$ cat src/rtl/rom_port_arbiter_pkg.sv
// rom_port_arbiter_pkg
// Shared definitions for the ROM port arbiter: FSM state encoding, owner
// constants, the memory-latency ceiling and a constant clog2 helper.
package rom_port_arbiter_pkg;

    typedef enum logic [1:0] {
        S_IDLE  = 2'd0,
        S_ISSUE = 2'd1,
        S_WAIT  = 2'd2,
        S_RESP  = 2'd3
    } state_e;

    localparam logic OWNER_IF = 1'b0;
    localparam logic OWNER_D  = 1'b1;

    // Latency counter is sized for the largest supported ROM latency.
    localparam int MEM_LATENCY_MAX = 15;
    localparam int CNT_W           = 4;

    function automatic int clog2(input int value);
        int r;
        int v;
        r = 0;
        v = value - 1;
        while (v > 0) begin
            r++;
            v = v >> 1;
        end
        return r;
    endfunction

endpackage

$ cat src/rtl/rom_port_arbiter.sv
// rom_port_arbiter
// Shares one single-port, synchronous-read 32-bit ROM between instruction
// fetch (IF) and data load (D). Each access runs IDLE -> ISSUE -> WAIT -> RESP;
// out-of-range addresses short-cut IDLE -> RESP with err=1 and never strobe
// the ROM. Simultaneous requests are granted round-robin.
//
// Ports:
//   clk, rst                      clock, synchronous active-high reset
//   if_req/if_addr                fetch request (level) and byte address
//   if_rvalid/if_rdata/if_err     fetch response pulse, data, range error
//   d_req/d_addr                  load request (level) and byte address
//   d_rvalid/d_rdata/d_err        load response pulse, data, range error
//   mem_en/mem_addr/mem_rdata     ROM read strobe, word address, read data
//   busy                          high whenever the FSM is not IDLE
module rom_port_arbiter
    import rom_port_arbiter_pkg::*;
#(
    parameter int  WORDS       = 4096,
    parameter int  MEM_LATENCY = 1,
    localparam int AW          = clog2(WORDS)
) (
    input  logic          clk,
    input  logic          rst,
    input  logic          if_req,
    input  logic [31:0]   if_addr,
    output logic          if_rvalid,
    output logic [31:0]   if_rdata,
    output logic          if_err,
    input  logic          d_req,
    input  logic [31:0]   d_addr,
    output logic          d_rvalid,
    output logic [31:0]   d_rdata,
    output logic          d_err,
    output logic          mem_en,
    output logic [AW-1:0] mem_addr,
    input  logic [31:0]   mem_rdata,
    output logic          busy
);

    // Out-of-range latency parameters are clamped into the counter's range.
    localparam int LAT = (MEM_LATENCY < 1) ? 1 :
                         (MEM_LATENCY > MEM_LATENCY_MAX) ? MEM_LATENCY_MAX : MEM_LATENCY;

    state_e           state_q;
    logic             owner_q;
    logic             last_q;
    logic [CNT_W-1:0] cnt_q;
    logic [31:0]      rdata_q;
    logic             err_q;
    logic [AW-1:0]    mem_addr_q;

    // Word view of each address; the two byte-offset bits are dropped.
    logic [31:0]   if_word, d_word;
    logic          if_oor, d_oor;
    logic          grant_d;
    logic          gnt_oor_d;
    logic [AW-1:0] gnt_idx_d;

    assign if_word = if_addr >> 2;
    assign d_word  = d_addr >> 2;
    assign if_oor  = (if_word >> AW) != 32'd0;
    assign d_oor   = (d_word >> AW) != 32'd0;

    // Round-robin: on a tie the requester not granted last time wins.
    always_comb begin
        grant_d = OWNER_IF;
        if (if_req && d_req)
            grant_d = (last_q == OWNER_D) ? OWNER_IF : OWNER_D;
        else if (d_req)
            grant_d = OWNER_D;
    end

    assign gnt_oor_d = (grant_d == OWNER_D) ? d_oor : if_oor;
    assign gnt_idx_d = (grant_d == OWNER_D) ? d_word[AW-1:0] : if_word[AW-1:0];

    always_ff @(posedge clk) begin
        if (rst) begin
            state_q    <= S_IDLE;
            owner_q    <= OWNER_IF;
            last_q     <= OWNER_D;
            cnt_q      <= '0;
            rdata_q    <= '0;
            err_q      <= 1'b0;
            mem_addr_q <= '0;
        end else begin
            case (state_q)
                S_IDLE: begin
                    if (if_req || d_req) begin
                        owner_q <= grant_d;
                        last_q  <= grant_d;
                        if (gnt_oor_d) begin
                            // Range error: answer next cycle, ROM untouched.
                            err_q   <= 1'b1;
                            rdata_q <= '0;
                            state_q <= S_RESP;
                        end else begin
                            err_q      <= 1'b0;
                            mem_addr_q <= gnt_idx_d;
                            state_q    <= S_ISSUE;
                        end
                    end
                end
                S_ISSUE: begin
                    cnt_q   <= CNT_W'(LAT);
                    state_q <= S_WAIT;
                end
                S_WAIT: begin
                    cnt_q <= cnt_q - CNT_W'(1);
                    // cnt==1 is the cycle the ROM data is valid on mem_rdata.
                    if (cnt_q == CNT_W'(1)) begin
                        rdata_q <= mem_rdata;
                        state_q <= S_RESP;
                    end
                end
                S_RESP:  state_q <= S_IDLE;
                default: state_q <= S_IDLE;
            endcase
        end
    end

    assign busy      = (state_q != S_IDLE);
    assign mem_en    = (state_q == S_ISSUE);
    assign mem_addr  = mem_addr_q;
    assign if_rvalid = (state_q == S_RESP) && (owner_q == OWNER_IF);
    assign d_rvalid  = (state_q == S_RESP) && (owner_q == OWNER_D);
    assign if_rdata  = rdata_q;
    assign d_rdata   = rdata_q;
    assign if_err    = err_q;
    assign d_err     = err_q;

endmodule

$ cat config.mk
export PLATFORM = sky130hd
export DESIGN_NAME = rom_port_arbiter
export DESIGN_NICKNAME = d
export VERILOG_FILES = /design/src/rtl/rom_port_arbiter_pkg.sv /design/src/rtl/rom_port_arbiter.sv
export SDC_FILE = /design/constraint.sdc
export NUM_CORES = 1
export LEC_CHECK = 0
export ABC_AREA = 1
export CORE_UTILIZATION = 34
export DETAILED_ROUTE_END_ITERATION = 16
export PLACE_DENSITY_LB_ADDON = 0.25
export SYNTH_ARGS = -nofsm -noshare
export SYNTH_HDL_FRONTEND = slang
export SYNTH_SLANG_ARGS = --single-unit
export TNS_END_PERCENT = 100
$ cat constraint.sdc
create_clock -name clk -period 1.5 [get_ports clk]
set_input_delay 0.225 -clock clk [delete_from_list [all_inputs] [get_ports clk]]
set_output_delay 0.225 -clock clk [all_outputs]
set_load 0.02 [all_outputs]
Word level (Yosys, flattened, before mapping)
Cells that the tools add are included.
Storage, ports and cells
  input port bits: 100
  logic and storage cells: 46
  register bits after elaboration: 53
Cells by class
  bitwise gates (word level): 2
  equality and inequality tests: 7
  reduce and logical (&&, ||, !) cells: 14
  $add $sub $neg: 1
  multiplexer cells: 15
Operators by type and width (number)
  $mux W32: 3
  $pmux W32 S2: 1
  $reduce_bool A32 Y1: 2
  $mux W12: 1
  $pmux W2 S4: 1
  $pmux W4 S2: 1
  $mux W2: 3
  $ne A2 B2 Y1 const B: 3
  $reduce_bool A2 Y1: 3
  $mux W1: 5
  $eq A2 B2 Y1 const B: 2
  $eq A4 B1 Y1 const B: 1
  $reduce_and A2 Y1: 2
  $reduce_and A4 Y1: 1
  $sub A4 B1 Y4 const B: 1
  $logic_and A1 B1 Y1: 3
  $reduce_and A3 Y1: 1
  $eq A2 B1 Y1 const B: 1
  $logic_not A2 Y1: 1
  $not A1 Y1: 2
  $logic_or A1 B1 Y1: 1

Depth between registers and ports, before layout
  word-level depth: 6
  gate-level depth with buffers: 12

Least setup slack after synthesis
Ideal clock, no wire load.
  path kind: reg2reg
  start point: register state_q[0]
  end point: register rdata_q[30] (netlist: d_rdata[30])
  slack: -202 ps
  setup time: 115 ps
  cell stages (with the launch flop): 12
  arrival: 1587 ps
  buffers on the path: 1
  path through: dfxtp_1 -> inv_1 -> ha_1 -> inv_2 -> nor3_2 -> a21oi_2 -> inv_2 -> nor2_4 -> buf_2 -> nand3_1 -> nand2_1 -> nor2_1
On the way
  cells in the longest elaborated chain, start to end: 3
  elaborated cells between the ends (all ways): 8
RTL lines
  start: declaration: RTL line rom_port_arbiter.sv:44  | state_e state_q;
  start signal: assignment: RTL line rom_port_arbiter.sv:78  | state_q <= S_IDLE;
  start signal: assignment: RTL line rom_port_arbiter.sv:95  | state_q <= S_RESP;
  start signal: assignment: RTL line rom_port_arbiter.sv:99  | state_q <= S_ISSUE;
  $eq A2 B2 Y1 / $logic_not A2 Y1 (equally long branches): RTL line rom_port_arbiter.sv:86  | case (state_q)
  $ne A2 B2 Y1 (no source line) / $reduce_bool A2 Y1 (equally long branches)
  $reduce_and A4 Y1 (no source line)
  end signal: assignment: RTL line rom_port_arbiter.sv:111  | rdata_q <= mem_rdata;
  end: declaration: RTL line rom_port_arbiter.sv:48  | logic [31:0] rdata_q;
Several ways; a longest one is shown, not always the timed one.
A chain may end at the register's enable or synchronous reset.

Worst setup path in the final report
  start point: register state_q[0]
  end point: register rdata_q[26] (netlist: d_rdata[26])
The elaborated chain is that of the path after synthesis.

==> impl_metrics.csv <==
group,metric,value,unit
run_status,status,"finished, violations left",
run_status,violations,"negative setup slack",
routing,drt-initial-drc-count,85,
die,rows,34,
die,die_area,9410,um^2
die,io_pins,182,
setup_path,r2r_start,"state_q[0]",
power,netSwitchingPower,4370,uW
routing,vias,3416,
yosys,synth_top_area_cell,"dfxtp_1",
global_route,grt_pass1_vias,3313,
setup_path,cp_data_required_time,1.71,ns
layout,synthToLayoutAreaGrowth,77.5,%
timing,drv_slew,0,
timing,period_minus_slack,1.59,ns
yosys,syn_area,3070,um^2
yosys,synth_top_cell_area_share,34.6,%
yosys,yosys-top-cells-area,"dfxtp_1 (35%), nand2_1 (17%), nor2_1 (13%), buf_4 (8.1%), inv_1 (6.7%)",
die,core_area,8720,um^2
timing,fmax,627,MHz
routing,dr.pass1.iters,4,
clock_tree,cts_sinks,53,
global_route,grt_use_met1,20.6,%
global_route,grt_first_pass_wirelength,15100,um
timing,finalSetupViolations,32,
setup_path,reg2reg_slack,-0.09,ns
power,p_int,5170,uW
layout,utilization,62.5,%
setup_path,worst-endpoint-arrival,1.80,ns
setup_path,r2r_cells,11,
layout,fin_cells,766,
timing,rsz0062_at_grt,"yes",
routing,ant_nets,0,
clock_tree,htreeDepth,2,
layout,drive_above_1_share,20.5,%
routing,wl,9350,um
clock_tree,max-clock-path-buffers,2,
timing,hold_viol_final,0,
setup_path,startpoint,"state_q[0]",
yosys,ys_types,28,
clock_tree,clk_pin_slew_worst_paths,0.10,ns
power,pwr-share-seq,21.5,%
layout,diodes,0,
worst_hold_path,min_to,"last_q",
worst_hold_path,min_from,"last_q",
clock_tree,cts_root_buf,"clkbuf_8",
setup_path,end_kind,"register",
routing,vias_per_cell,4.46,
timing,period_share,106,%
global_route,grtUsageMet3,6.00,%
placement,gp_congestion,0.753,
worst_hold_path,min_path_type,"register to register",
clock_tree,clock_latency,0.31,ns
layout,layout_commonest_cell,"nand2_1",
die,die_w,97.0,um
global_route,grtUsageMet2,35.7,%
global_route,grt.busiest_layer,"met2",
placement,placedCellCount,737,
yosys,synth-seq-area-share,34.6,%
global_route,grt_max_degree,29,
yosys,syn-instance-count,482,
placement,place_ws,-0.446,ns
power,irDropWorstVdd,0.837,mV
yosys,syn_nets,589,
power,leakagePower,0.00284,uW
timing,tightest_slew,0.301,ns
setup_path,crit_type,"register to register",
global_route,antenna_found_initial,0,
routing,drc_errors,0,
power,combinationalPowerShare,66.3,%
yosys,synth-seq-cells,53,
setup_path,reg2reg_to,"d_rdata[26]",
yosys,syn_avg_cell_area,6.37,um^2
global_route,grt_usage,19.3,%
power,swShare,45.8,%
power,power.density,1750,nW/um^2
clock_tree,cts_tree,"done",
placement,hpwl,6370,um
setup_path,critPathLaunchType,"register",
layout,layout_common_cells,"nand2_1 (122), nor2_1 (94), clkdlybuf4s50_1 (90), dlygate4sd2_1 (79), inv_1 (52)",
worst_hold_path,min_path_cells,2,
die,start_util,35.2,%
yosys,synth_warnings,0,
layout,nets,764,
clock_tree,numCtsBuffers,5,
routing,wire_per_inst,12.2,um
die,die_h,97.0,um
setup_path,crit_fanout,6,
timing,layout_setup_ws,-0.0937,ns
timing,maxSlewHeadroom,80.0,%
placement,io_buffer_count,177,
power,clock_power_share,12.2,%
global_route,grt_overflow,0,
timing,finalClockSkew,0.00808,ns
job,cap_violations,0,
-- per-stage QoR --
step | cell area [um^2] | hold slack [ns] | setup TNS (ns) | power (uW)
detailed placement | 4810 | 0.457 | -18.19 | 7300
floorplan | 3110 | 0.294 | -0.479 | 5750
finish | 5450 | 0.475 | -1.54 | 9550
global route | 5450 | 0.494 | -4.93 | 10300
CTS | 5300 | 0.480 | -0.553 | 9380
global placement | 4810 | 0.446 | -16.66 | 7110
-- synthesized netlist by cell type (all sizes together) --
master	number
nand2	141
nor3	3
a211oi	2
a31oi	1
xor2	1
o21ai	4
ha	7
or2	2
nand4	13
inv	59
dfxtp	53
clkbuf	8
nand3	14
a21oi	14
nor2	112
buf	48
-- routing by layer --
layer	wire length, um	share of wire [%]	up-vias
li1	-	-	1770
met1	3580	38	1512
met2	4920	53	124
met3	741	7.9	10
met4	104	1.1	0
met5	0	0	-
-- logic make-up (layout without fill, tap and decap cells) --
logic type,after synthesis,count (layout),synth area share [%]
compound gates,21,21,3.75
xor+xnor,1,1,0.285
fa+ha+maj,7,7,2.85
buf+inv,115,285,19.8
flops,53,53,34.6
simple gates,285,291,38.8
-- state kept, by name, indices dropped and copies added, names as in the netlist --
name,cells
state_q,2
d_rdata,32
mem_addr,12
cnt_q,4
d_err,1
last_q,1
owner_q,1
-- critical path: stages, from the launching register on --
cell and delay [ns]:
dfxtp_2 0.35, inv_2 0.06, buf_6 0.12, ha_4 0.16, a21oi_4 0.13, inv_2 0.07, nor2_4 0.15, buf_8 0.17
buf_8 0.13, nand3_2 0.06, nand2_2 0.05, nor2_1 0.04
-- worst max path at each step --
stage                              to  slack, ns  cells after the start
final                     d_rdata[26]      -0.09                     11
after global routing      d_rdata[26]      -0.20                     11
after CTS                 d_rdata[23]      -0.07                     11
after detailed placement  d_rdata[27]      -0.45                     12
after global placement    d_rdata[19]      -0.39                     12
after floorplan            d_rdata[0]      -0.02                     10
-- power groups by stage --
stage / combinational [uW] / sequential, uW / clock, uW
after floorplan: 3390 / 2360 / 0
after global placement: 5050 / 2060 / 0
after detailed placement: 5220 / 2080 / 0
after CTS: 6130 / 2050 / 1200
after global routing: 6930 / 2100 / 1250
final: 6330 / 2050 / 1170
-- final cells by class --
class / instances / area [um^2]
Clock buffer: 5 / 68.8
Clock inverter: 3 / 68.8
Fill cell: 833 / 3270
Inverter: 59 / 224
Multi-Input combinational cell: 320 / 1760
Sequential cell: 53 / 1070
Tap cell: 108 / 135
Timing Repair Buffer: 218 / 2120
-- repair_timing --
action | CTS | global route
cloned | 7 | 2
setup buffers | 11 | 4
hold buffers | 0 | 0
pin swaps | 28 | 21
endpoints found under the setup margin | 125 | 48
resized for setup | 159 | 29
Note: power is estimated with default switching activity, not from simulation.
